==> config.mk <==
export PLATFORM = sky130hd
export DESIGN_NAME = fp_div_seq
export DESIGN_NICKNAME = d
export VERILOG_FILES = /design/src/rtl/fp_div_seq.sv
export SDC_FILE = /design/constraint.sdc
export NUM_CORES = 1
export LEC_CHECK = 0
export ABC_AREA = 1
export CAP_MARGIN = 10
export CELL_PAD_IN_SITES_DETAIL_PLACEMENT = 1
export CELL_PAD_IN_SITES_GLOBAL_PLACEMENT = 1
export CORE_MARGIN = 3
export CORE_UTILIZATION = 45
export CTS_CLUSTER_DIAMETER = 50
export CTS_CLUSTER_SIZE = 14
export DETAILED_ROUTE_END_ITERATION = 6
export MAX_ROUTING_LAYER = met4
export PLACE_DENSITY_LB_ADDON = 0.1
export SETUP_SLACK_MARGIN = 0.3
export SLEW_MARGIN = 20
export SYNTH_ARGS = -nofsm -noshare
export SYNTH_HDL_FRONTEND = slang
export SYNTH_SLANG_ARGS = --single-unit
==> constraint.sdc <==
create_clock -name clk -period 6.9 [get_ports clk]
set_clock_uncertainty 0.05 [all_clocks]
set_input_delay 1.725 -clock clk [delete_from_list [all_inputs] [get_ports clk]]
set_output_delay 1.725 -clock clk [all_outputs]
set_load 0.005 [all_outputs]
==> src/rtl/fp_div_seq.sv <==
// ============================================================================
// fp_div_seq : sequential IEEE 754 single-precision divider (restoring, 1 bit/cycle)
// Optional macro FP_DIV_ROUND_EN enables round-to-nearest-even (default truncates).
// Revision 1.0
// ============================================================================
`default_nettype none

module fp_div_seq (
  input  logic        clk,
  input  logic        rst_n,
  input  logic        in_valid,
  output logic        in_ready,
  input  logic [31:0] a,
  input  logic [31:0] b,
  output logic        out_valid,
  input  logic        out_ready,
  output logic [31:0] result
);

  typedef enum logic [2:0] {
    IDLE = 3'd0,
    NORM = 3'd1,
    DIV  = 3'd2,
    PACK = 3'd3,
    DONE = 3'd4
  } state_t;

  localparam logic [31:0] C_QNAN = 32'h7FC00000;

  state_t             state_q, state_d;
  logic               in_ready_q, in_ready_d;
  logic               out_valid_q, out_valid_d;
  logic [31:0]        result_q, result_d;
  logic [31:0]        a_q, a_d, b_q, b_d;
  logic               sign_q, sign_d;
  logic signed [9:0]  ea_q, ea_d, eb_q, eb_d;
  logic [23:0]        ma_q, ma_d, mb_q, mb_d;
  logic [24:0]        rem_q, rem_d;
  logic [25:0]        quo_q, quo_d;
  logic [4:0]         cnt_q, cnt_d;

  // Returns {exponent(10, signed), mantissa(24) as 1.f}; denormals are
  // left-justified by a priority encoder and get exponent 1 - shift.
  function automatic logic [33:0] unpack(input logic [30:0] x);
    logic [4:0]  sh;
    logic [23:0] m;
    logic [9:0]  e;
    sh = 5'd0;
    for (int i = 0; i < 23; i++) begin
      if (x[i]) sh = 5'(23 - i);
    end
    if (x[30:23] == 8'd0) begin
      m = {1'b0, x[22:0]} << sh;
      e = 10'd1 - {5'd0, sh};
    end else begin
      m = {1'b1, x[22:0]};
      e = {2'b00, x[30:23]};
    end
    return {e, m};
  endfunction

  logic [33:0]       ua, ub;
  logic              a_nan, b_nan, a_inf, b_inf, a_zero, b_zero;
  logic              q_bit;
  logic [24:0]       rem_sub, rem_next;
  logic signed [9:0] e_pk;
  logic [22:0]       mant;
`ifdef FP_DIV_ROUND_EN
  logic              guard, sticky, round_up;
  logic [23:0]       mant_rnd;
`endif

  always_comb begin
    state_d     = state_q;
    out_valid_d = out_valid_q;
    result_d    = result_q;
    a_d         = a_q;
    b_d         = b_q;
    sign_d      = sign_q;
    ea_d        = ea_q;
    eb_d        = eb_q;
    ma_d        = ma_q;
    mb_d        = mb_q;
    rem_d       = rem_q;
    quo_d       = quo_q;
    cnt_d       = cnt_q;

    ua      = unpack(a_q[30:0]);
    ub      = unpack(b_q[30:0]);
    a_nan   = (a_q[30:23] == 8'hFF) && (a_q[22:0] != 23'd0);
    b_nan   = (b_q[30:23] == 8'hFF) && (b_q[22:0] != 23'd0);
    a_inf   = (a_q[30:23] == 8'hFF) && (a_q[22:0] == 23'd0);
    b_inf   = (b_q[30:23] == 8'hFF) && (b_q[22:0] == 23'd0);
    a_zero  = (a_q[30:0] == 31'd0);
    b_zero  = (b_q[30:0] == 31'd0);

    q_bit    = (rem_q >= {1'b0, mb_q});
    rem_sub  = rem_q - {1'b0, mb_q};
    rem_next = q_bit ? rem_sub : rem_q;

    // Quotient lies in (0.5, 2): a clear integer bit means one left shift.
    e_pk = ea_q - eb_q + 10'sd127;
    if (!quo_q[25]) e_pk = e_pk - 10'sd1;
    mant = quo_q[25] ? quo_q[24:2] : quo_q[23:1];
`ifdef FP_DIV_ROUND_EN
    guard    = quo_q[25] ? quo_q[1] : quo_q[0];
    sticky   = (quo_q[25] & quo_q[0]) | (rem_q != 25'd0);
    round_up = guard & (sticky | mant[0]);
    mant_rnd = {1'b0, mant} + {23'd0, round_up};
    mant     = mant_rnd[22:0];
    if (mant_rnd[23]) e_pk = e_pk + 10'sd1;
`endif

    case (state_q)
      IDLE: begin
        if (in_valid) begin
          a_d     = a;
          b_d     = b;
          state_d = NORM;
        end
      end
      NORM: begin
        sign_d = a_q[31] ^ b_q[31];
        if (a_nan || b_nan || (a_zero && b_zero) || (a_inf && b_inf)) begin
          result_d    = C_QNAN;
          out_valid_d = 1'b1;
          state_d     = DONE;
        end else if (b_zero || a_inf) begin
          result_d    = {a_q[31] ^ b_q[31], 8'hFF, 23'd0};
          out_valid_d = 1'b1;
          state_d     = DONE;
        end else if (a_zero || b_inf) begin
          result_d    = {a_q[31] ^ b_q[31], 31'd0};
          out_valid_d = 1'b1;
          state_d     = DONE;
        end else begin
          ea_d    = ua[33:24];
          ma_d    = ua[23:0];
          eb_d    = ub[33:24];
          mb_d    = ub[23:0];
          rem_d   = {1'b0, ua[23:0]};
          quo_d   = 26'd0;
          cnt_d   = 5'd0;
          state_d = DIV;
        end
      end
      DIV: begin
        quo_d = {quo_q[24:0], q_bit};
        rem_d = rem_next << 1;
        cnt_d = cnt_q + 5'd1;
        if (cnt_q == 5'd25) state_d = PACK;
      end
      PACK: begin
        if (e_pk >= 10'sd255)    result_d = {sign_q, 8'hFF, 23'd0};
        else if (e_pk <= 10'sd0) result_d = {sign_q, 31'd0};
        else                     result_d = {sign_q, e_pk[7:0], mant};
        out_valid_d = 1'b1;
        state_d     = DONE;
      end
      DONE: begin
        if (out_ready) begin
          out_valid_d = 1'b0;
          state_d     = IDLE;
        end
      end
      default: state_d = IDLE;
    endcase

    in_ready_d = (state_d == IDLE);
  end

  always_ff @(posedge clk) begin
    if (!rst_n) begin
      state_q     <= IDLE;
      in_ready_q  <= 1'b1;
      out_valid_q <= 1'b0;
      result_q    <= 32'd0;
      a_q         <= 32'd0;
      b_q         <= 32'd0;
      sign_q      <= 1'b0;
      ea_q        <= 10'sd0;
      eb_q        <= 10'sd0;
      ma_q        <= 24'd0;
      mb_q        <= 24'd0;
      rem_q       <= 25'd0;
      quo_q       <= 26'd0;
      cnt_q       <= 5'd0;
    end else begin
      state_q     <= state_d;
      in_ready_q  <= in_ready_d;
      out_valid_q <= out_valid_d;
      result_q    <= result_d;
      a_q         <= a_d;
      b_q         <= b_d;
      sign_q      <= sign_d;
      ea_q        <= ea_d;
      eb_q        <= eb_d;
      ma_q        <= ma_d;
      mb_q        <= mb_d;
      rem_q       <= rem_d;
      quo_q       <= quo_d;
      cnt_q       <= cnt_d;
    end
  end

  assign in_ready  = in_ready_q;
  assign out_valid = out_valid_q;
  assign result    = result_q;

endmodule

`default_nettype wire

# Word-level counts from Yosys, hierarchy flattened
# Index checks and enable logic that the tools add are counted.
# W data, S select, Z words.
dict set report totals {
  register_bits 202
  inputBits 68
}
dict set report op_classes {
  addsub 7
  n_lt_le_gt_ge 3
  eq_ne 12
  shifts 2
  n_mux 83
  n_bitwise 4
  n_reduce_logical 29
}
# cell n
set ops {}
lappend ops {{$mux W5} 49}
lappend ops {{$mux W32} 3}
lappend ops {{$mux W26} 3}
lappend ops {{$mux W25} 3}
lappend ops {{$mux W24} 3}
lappend ops {{$pmux W32 S2} 1}
lappend ops {{$logic_not A31 Y1} 2}
lappend ops {{$mux W31} 2}
lappend ops {{$pmux W26 S2} 1}
lappend ops {{$pmux W25 S2} 1}
lappend ops {{$shl A23 B5 Y24} 2}
lappend ops {{$logic_not A23 Y1} 2}
lappend ops {{$reduce_bool A23 Y1} 2}
lappend ops {{$mux W10} 3}
lappend ops {{$ge A25 B24 Y1} 1}
lappend ops {{$sub A24 B24 Y24} 1}
lappend ops {{$mux W23} 1}
lappend ops {{$mux W3} 6}
lappend ops {{$eq A8 B8 Y1 const B} 2}
lappend ops {{$logic_not A8 Y1} 2}
lappend ops {{$pmux W3 S5} 1}
lappend ops {{$sub A1 B5 Y6 const A} 2}
lappend ops {{$add A10 B8 Y10 const B} 1}
lappend ops {{$ge A10 B9 Y1 const B} 1}
lappend ops {{other kinds (23)} 45}

# Longest topological paths before layout
# Gate-level depths: netlist (run 1).
dict set report logic_depth {
  word_depth 29
  mapped_depth 35
  ltp_nobuf 35
}

# Least setup slack after synthesis (run 1)
# OpenSTA, ideal clock, no wires.
dict set report synth_path {
  kind {reg2reg}
  from {reg eb_q[1]}
  to {reg result_q[16] (netlist: result[16])}
  arrival_time_ns 2.928
  required_ns 6.718
  path_slack_ns 3.789
  path_stages_with_launch 16
  n_path_buf 1
  path_cell_list {dfxtp_1 inv_1 ha_1 ha_1 inv_1 fa_1 nand4_1 xor2_1 or4_1 nor4_1 a21oi_1 nor2_1 nor3_2 buf_4 nand2_1 a21oi_1}
}
dict set report synth_via {
  elab_chain_cells 8
}
# item line_no
set synth_lines {}
lappend synth_lines {{from (decl)} 36} ;# logic signed [9:0] ea_q, ea_d, eb_q, eb_d;
lappend synth_lines {{from (signal assigned)} 182} ;# eb_q <= 10'sd0;
lappend synth_lines {{from (signal assigned)} 197} ;# eb_q <= eb_d;
lappend synth_lines {{$sub A10 B10 Y10 (*)} 102} ;# e_pk = ea_q - eb_q + 10'sd127;
lappend synth_lines {{$add A10 B8 Y10 (*)} 102}
lappend synth_lines {{$sub A10 B2 Y10} 103} ;# if (!quo_q[25]) e_pk = e_pk - 10'sd1;
lappend synth_lines {{$mux W10 (*)} 103}
lappend synth_lines {{$le A10 B1 Y1} 155} ;# else if (e_pk <= 10'sd0) result_d = {sign_q, 31'd0};
lappend synth_lines {{$mux W31} 155}
lappend synth_lines {{$mux W31 (*)} 154} ;# if (e_pk >= 10'sd255) result_d = {sign_q, 8'hFF, 23'd0};
lappend synth_lines {{$pmux W32 S2 (*)} 114} ;# case (state_q)
lappend synth_lines {{to (signal assigned)} 192} ;# result_q <= result_d;
lappend synth_lines {{to (decl)} 33} ;# logic [31:0] result_q, result_d;
# Mark *: on every way between the ends. The rest lies on a longest branch, timed or not.
# A chain may end at the register's enable or synchronous reset.

# Worst setup path after layout (run 1)
dict set report layout_path {
  from {reg a_q[22]}
  to {reg in_ready_q (netlist: in_ready)}
}
dict set report layout_via {
  elab_chain_cells 8
}
# item line_no
set layout_lines {}
lappend layout_lines {{from (decl)} 34} ;# logic [31:0] a_q, a_d, b_q, b_d;
lappend layout_lines {{from (signal assigned)} 178} ;# a_q <= 32'd0;
lappend layout_lines {{from (signal assigned)} 193} ;# a_q <= a_d;
lappend layout_lines {{branches (longest 5 deep; another with $logic_not A31 Y1)} n/a}
lappend layout_lines {{$mux W3 (*)} 124} ;# if (a_nan || b_nan || (a_zero && b_zero) || (a_inf && b_inf)) begin
lappend layout_lines {{$pmux W3 S5 (*)} 114}
lappend layout_lines {{$logic_not A3 Y1 (*)} 169} ;# in_ready_d = (state_d == IDLE);
lappend layout_lines {{to (signal assigned)} 190} ;# in_ready_q <= in_ready_d;
lappend layout_lines {{to (decl)} 31} ;# logic in_ready_q, in_ready_d;
# Every way passes the cells marked *.

==> metrics, run 1 <==
deepest clock path buffer count=2; Req. time, crit path=approximately 7.2 ns; setup TNS=0 ns; Worst Setup SP=a_q[22]; DR vias=13692; CTS tree=yes; total core area=0.0273 mm^2; most frequent cells in the layout=nand2_1, a21oi_1, dfxtp_1, o21ai_0, nand3_1; layout cell share with drive strength beyond 1=just over 4%; Routed WL=approximately 45000 um; Post-CTS Resized=0; clock sink count=200; endpoints failing hold=0; CP endpoint kind=flop; crit path kind=flop to flop; Post-DP HPWL=32800 um; period utilization=73.3%; worst-case reg-to-reg path depth=19; Max FO, Critical Path=48; Power Total=0.00420 W; H-tree depth=4; Logic pwr share=42.8%; # port buffers=101; Arr. time, crit path=roughly 5.4 ns; Final setup viols=0; drt initial violations=1099; status=complete, no violations; max cap viols=0; Mapped Nets=2108; area grow syn2layout=13.5%; RSZ-0062 raised after global routing=no; prevailing post-synth register cell=dfxtp_1; slew margin rel.=27.7%; die height=174 um; Hold WC Path Type=flop to flop; most common cell after layout, fill and taps aside=nand2_1; number of I/O pins=102; placer congestion estimate=0.974; synthesized flop and latch total=200; via/cell ratio=about 5.7; syn_area_per_cell=6.37 um^2; CP startpoint kind=flop; largest net degree at the start of global routing=105; dpl ws=1.91 ns; drt wl/cell=18.7 um; RR Endpoint=in_ready; clock slew at reported path FFs=0.09 ns; NetSw=between 0.0015 and 0.002 W; global-route wire length before repair=72000 um; sw frac=between 40 and 50%; vias in the first global route=13648; CTS root buf=clkbuf_16; worst r2r src=a_q[22]; Worst Max-Slew Pin Slew=roughly 1.1 ns; DRC errors left=0; initial antenna violation count=0; Max Freq=0.198 GHz; Die Span X=174 um; worst vdd ir=186 uV; TritonCTS buffer count=17; slack of the worst reg-to-reg path=1.84 ns; GR Util All Layers=29.8%; Int Power=between 0.002 and 0.0025 W; Reg power frac=between 30% and 40%; fin crit period=5.06 ns; # diodes=0; max-slew violation count=0; final antenna-violating net count=0; CTS Hold Bufs=0; Starting Density=46.4%; clock share of power=25.5%; pwr dens=291 mW/mm^2; global route overflow=0; Yosys warnings=0; Worst-Skew Late Latency=0.47 ns; sequential share of the synthesized area=about a third; Lkg Pwr=6.01 nW; crit path to=in_ready; first-pass iteration count of the detailed router=5; Netlist cell types=51; Netlist Area Pre-Place=0.0127 mm^2; Syn Inst Count=around 2000; share of flip-flops with an asynchronous set or reset=0%; post-CTS setup buffer count=0; count of nets after finishing=2132; DIE AREA=between 0.03 and 0.04 mm^2; final worst setup slack=1.84 ns; Post-synth EDFFs=0; num rows=60
## critical path, cell delays in order (launching register included)
cell and delay, ns:
dfxtp_1 0.33, inv_1 0.49, nand2_1 0.18, nor2_1 0.13, inv_1 0.07, a21oi_2 0.69
nor2_1 0.12, inv_1 0.09, nor2_1 0.04, clkinv_1 0.06, nor2_1 0.05, nor4_1 0.25
inv_1 0.13, nor2_4 0.71, inv_2 0.09, nand2_2 0.08, buf_4 0.40, inv_1 0.55
nor2_1 0.31, nor3_1 0.07
## through the flow
step           instance area (um^2)  hold slack [ns]  utilization, %  instances
2_1_floorplan                 12700            0.376               -       1992
3_5_place_dp                  13800            0.409            50.5       2369
4_1_cts                       14400            0.423            52.7       2401
6_report                      14400            0.419            52.7       2401
5_1_grt                       14400            0.439            52.7       2401
3_3_place_gp                  13800            0.392            50.5       2369
## worst min-delay path by stage
stage	from	endpoint	slack (ns)	cells after the start
after global placement	mb_q[20]	mb_q[20]	0.39	2
after floorplan	mb_q[20]	mb_q[20]	0.38	2
after CTS	result[13]	result[13]	0.42	2
after detailed placement	result[18]	result[18]	0.41	2
final	result[18]	result[18]	0.42	2
after global routing	result[13]	result[13]	0.44	2
## power groups by stage
stage               Clock (W)  Sequential (W)  Combinational, W
global route          0.00113         0.00134           0.00201
floorplan                   0         0.00132           0.00132
detailed placement          0         0.00135           0.00176
CTS                   0.00108         0.00133           0.00178
global placement            0         0.00135           0.00171
finish                0.00107         0.00133           0.00180
## cell usage after synthesis, drive strengths merged, types with 16 or more instances
master  number  area [um^2]
nor3        20          105
o211ai      17          128
xor2        16          140
xnor2       19          166
ha          46          576
nand2      547         2090
buf         32          191
inv        180          676
a21oi      270         1360
dfxtp      200         4000
nand4       19          119
clkbuf      77          289
nand3      177          908
o21ai      218         1110
nor2        89          344
## state kept, by name, indices dropped and copies added (netlist names)
signal,flops
b_q,32
ea_q,9
eb_q,9
result,32
in_ready,1
sign_q,1
out_valid,1
cnt_q,5
mb_q,24
state_q,3
quo_q,26
a_q,32
rem_q,25
## final cells by class
cell class              count  area, um^2
fillers                  3750       12900
multi-input cells        1501        7540
flip-flops and latches    200        4000
repair buffers            114        1110
inverters                 182         683
well taps                 372         465
clock buffers              17         425
clock inverters            15         184
## layer usage
metal,track usage [%],share of wire (%)
met4,10.1,3.0
met1,39.7,47
met5,-,0
met2,47.4,46
met3,3.34,3.9
## kinds of logic (layout without fill, tap and decap cells)
kind of cell	after synthesis	in the layout	share of synthesized area, %
AO/OA/AOI/OAI	545	545	22.8
XOR/XNOR	35	35	2.42
adder cells (fa/ha/maj)	48	48	4.85
buffers and inverters	291	328	9.17
flip-flops	200	200	31.6
AND/OR/NAND/NOR	873	873	29.2
(Power assumes the default switching activity.)
==> inputs of run 2 (changes only) <==
--- a/config.mk
+++ b/config.mk
@@ -10,7 +10,7 @@
 export CELL_PAD_IN_SITES_DETAIL_PLACEMENT = 1
 export CELL_PAD_IN_SITES_GLOBAL_PLACEMENT = 1
 export CORE_MARGIN = 3
-export CORE_UTILIZATION = 45
+export CORE_UTILIZATION = 38
 export CTS_CLUSTER_DIAMETER = 50
 export CTS_CLUSTER_SIZE = 14
 export DETAILED_ROUTE_END_ITERATION = 6
==> constraint.sdc (replaced) <==
create_clock -name clk -period 4.1 [get_ports clk]
set_clock_uncertainty 0.05 [all_clocks]
set_input_delay 1.025 -clock clk [delete_from_list [all_inputs] [get_ports clk]]
set_output_delay 1.025 -clock clk [all_outputs]
set_load 0.005 [all_outputs]
==> run 2 against run 1 <==
Against the previous run: die area grew 18%; largest power group unchanged; hold slack lost 0.0044 ns; utilization shrank 7.8 points; critical path depth shrank 4; sequential power grew 68%; setup slack lost 1.2 ns; total power grew 73%; highest routed layer unchanged; via count shrank 1.2%; register-to-register slack lost 1.2 ns; count of clock-buffer cells in the layout is the same.
==> metrics, run 2 (synthesis gave the netlist of run 1 again) <==
Max Freq=0.286 GHz (+45%); Final setup viols=0 (unchanged); worst vdd ir=296 uV (+59%); # diodes=0 (unchanged); max-slew violation count=0 (unchanged); TritonCTS buffer count=17 (unchanged); clock slew at reported path FFs=0.08 ns (about the same); Post-DP HPWL=33600 um (+2.5%); fin crit period=3.50 ns (-1.56 ns); setup TNS=0 ns (unchanged); worst path cell trace=inv_1 > ha_1 > ha_1 > inv_1 > fa_1 > nand4_1 > xor2_1 > or4_1 > nor4_1 > a21oi_1 > nor2_1 > inv_2 > o21ai_0 > nand2_1 > a21oi_1; DIE AREA=0.0356 mm^2 (+18%); slowest stage delay, CP=0.55 ns (-0.16 ns); num rows=66 (+10%); DRC errors left=0 (unchanged); initial antenna violation count=0 (unchanged); global route overflow=0 (unchanged); vias in the first global route=13605 (-0.32%); Worst Setup SP=eb_q[1]; slowest CP cell=fa_1; most frequent cells in the layout=nand2_1, a21oi_1, dfxtp_1, o21ai_0, nand3_1; Arr. time, crit path=3.83 ns (-1.53 ns); RSZ-0062 raised after global routing=yes; CTS root buf=clkbuf_16; CTS Hold Bufs=0 (unchanged); Worst-Skew Late Latency=0.46 ns (about the same); status=complete, no violations; via/cell ratio=5.44 (-4.7%); Routed WL=45400 um (+0.87%); # port buffers=101 (unchanged); crit path kind=flop to flop; final worst setup slack=0.602 ns (-1.24 ns); Hold WC Path Type=flop to flop; Hold Path Origin=mb_q[20]; period utilization=85.3% (+12 points); first-pass iteration count of the detailed router=5 (unchanged); Lkg Pwr=6.13 nW (+1.9%); max cap viols=0 (unchanged); WP buf/inv=3 (-5); clock sink count=200 (unchanged); Post-CTS Resized=0 (unchanged); Fillers=4355 (+16%); global-route wire length before repair=72900 um (+1.3%); layout cell share with drive strength beyond 1=4.84% (+0.80 points); count of nets after finishing=2149 (+0.80%); GR Util All Layers=26.0% (-3.9 points); post-CTS setup buffer count=0 (unchanged); largest net degree at the start of global routing=93 (-11%); hold slack final=0.415 ns (-0.00435 ns); final antenna-violating net count=0 (unchanged); endpoints failing hold=0 (unchanged); H-tree depth=4 (unchanged); drt wl/cell=18.2 um (-2.7%); Max FO, Critical Path=8 (-83%); Starting Density=38.8% (-7.6 points); CP startpoint kind=flop; critical path's top delay family=simple AND/OR/NAND/NOR gates; placer congestion estimate=0.949 (-2.6%); Req. time, crit path=4.43 ns (-2.77 ns); drt initial violations=867 (-21%); pwr dens=493 mW/mm^2 (+69%); multi-input logic area=0.00755 mm^2 (+0.13%); DR vias=13523 (-1.2%); CP endpoint kind=flop; dpl ws=0.432 ns (-1.48 ns); register area=0.00400 mm^2 (unchanged); die height=189 um (+8.5%); slew margin rel.=35.7% (+8.0 points); total core area=0.0327 mm^2 (+20%); Die Span X=189 um (+8.5%); area grow syn2layout=15.9%; most common cell after layout, fill and taps aside=nand2_1; Worst Max-Slew Pin Slew=0.963 ns (-0.119 ns); number of I/O pins=102 (unchanged); CTS tree=yes; worst r2r src=eb_q[1]; deepest clock path buffer count=2 (unchanged)
## run 2: layout make-up
cell class,instances,share of cell area [%]
clock buffers,17,2.89
clock inverters,15,1.59
well taps,442,3.76
repair buffers,130,8.54
flip-flops and latches,200,27.2
multi-input cells,1502,51.3
inverters,182,4.65
## run 2: worst paths after layout
path	endpoint	slack, ns	cells past startpoint
max	result[28]	0.60	15
min	mb_q[20]	0.41	2
max reg2reg	result[28]	0.60	15
min reg2reg	mb_q[20]	0.41	2
## run 2: metrics by stage
stage,utilization (%),power (W),instance area [um^2],cells
2_1_floorplan,-,0.00444,12700,1992
3_3_place_gp,42.9,0.00529,14000,2455
3_5_place_dp,42.9,0.00534,14000,2455
4_1_cts,44.9,0.00727,14700,2487
5_1_grt,45.0,0.00778,14700,2488
6_report,45.0,0.00725,14700,2488
## run 2: tightest hold or removal path: cells and delay by family, from the launching register on
kind          cells  cell delay [ns]
flops             1             0.32
simple gates      2             0.10
## run 2: where the power goes
| group | internal, W | switching (W) | leakage [nW] |
|---|---|---|---|
| logic | 0.00101 | 0.00210 | 4.17 |
| clock network | 0.00100 | 0.000904 | 0.320 |
| registers | 0.00209 | 0.000135 | 1.64 |
| total | 0.00411 | 0.00314 | 6.13 |
## run 2: routing by layer
metal  GRT usage (%)  vias to the layer above  wire (um)
li1                -                     6739          -
met1            35.7                     6438      21900
met2            40.3                      292      20700
met3            3.29                       54       1810
met4            7.22                        0        953
met5               -                        -          0
==> inputs of run 3 (changes only) <==
--- a/config.mk
+++ b/config.mk
@@ -12,7 +12,6 @@
 export CORE_MARGIN = 3
 export CORE_UTILIZATION = 38
 export CTS_CLUSTER_DIAMETER = 50
-export CTS_CLUSTER_SIZE = 14
 export DETAILED_ROUTE_END_ITERATION = 6
 export MAX_ROUTING_LAYER = met4
 export PLACE_DENSITY_LB_ADDON = 0.1
==> results of run 3 <==
The final DEF is identical to that of run 2; final timing and power are the same.
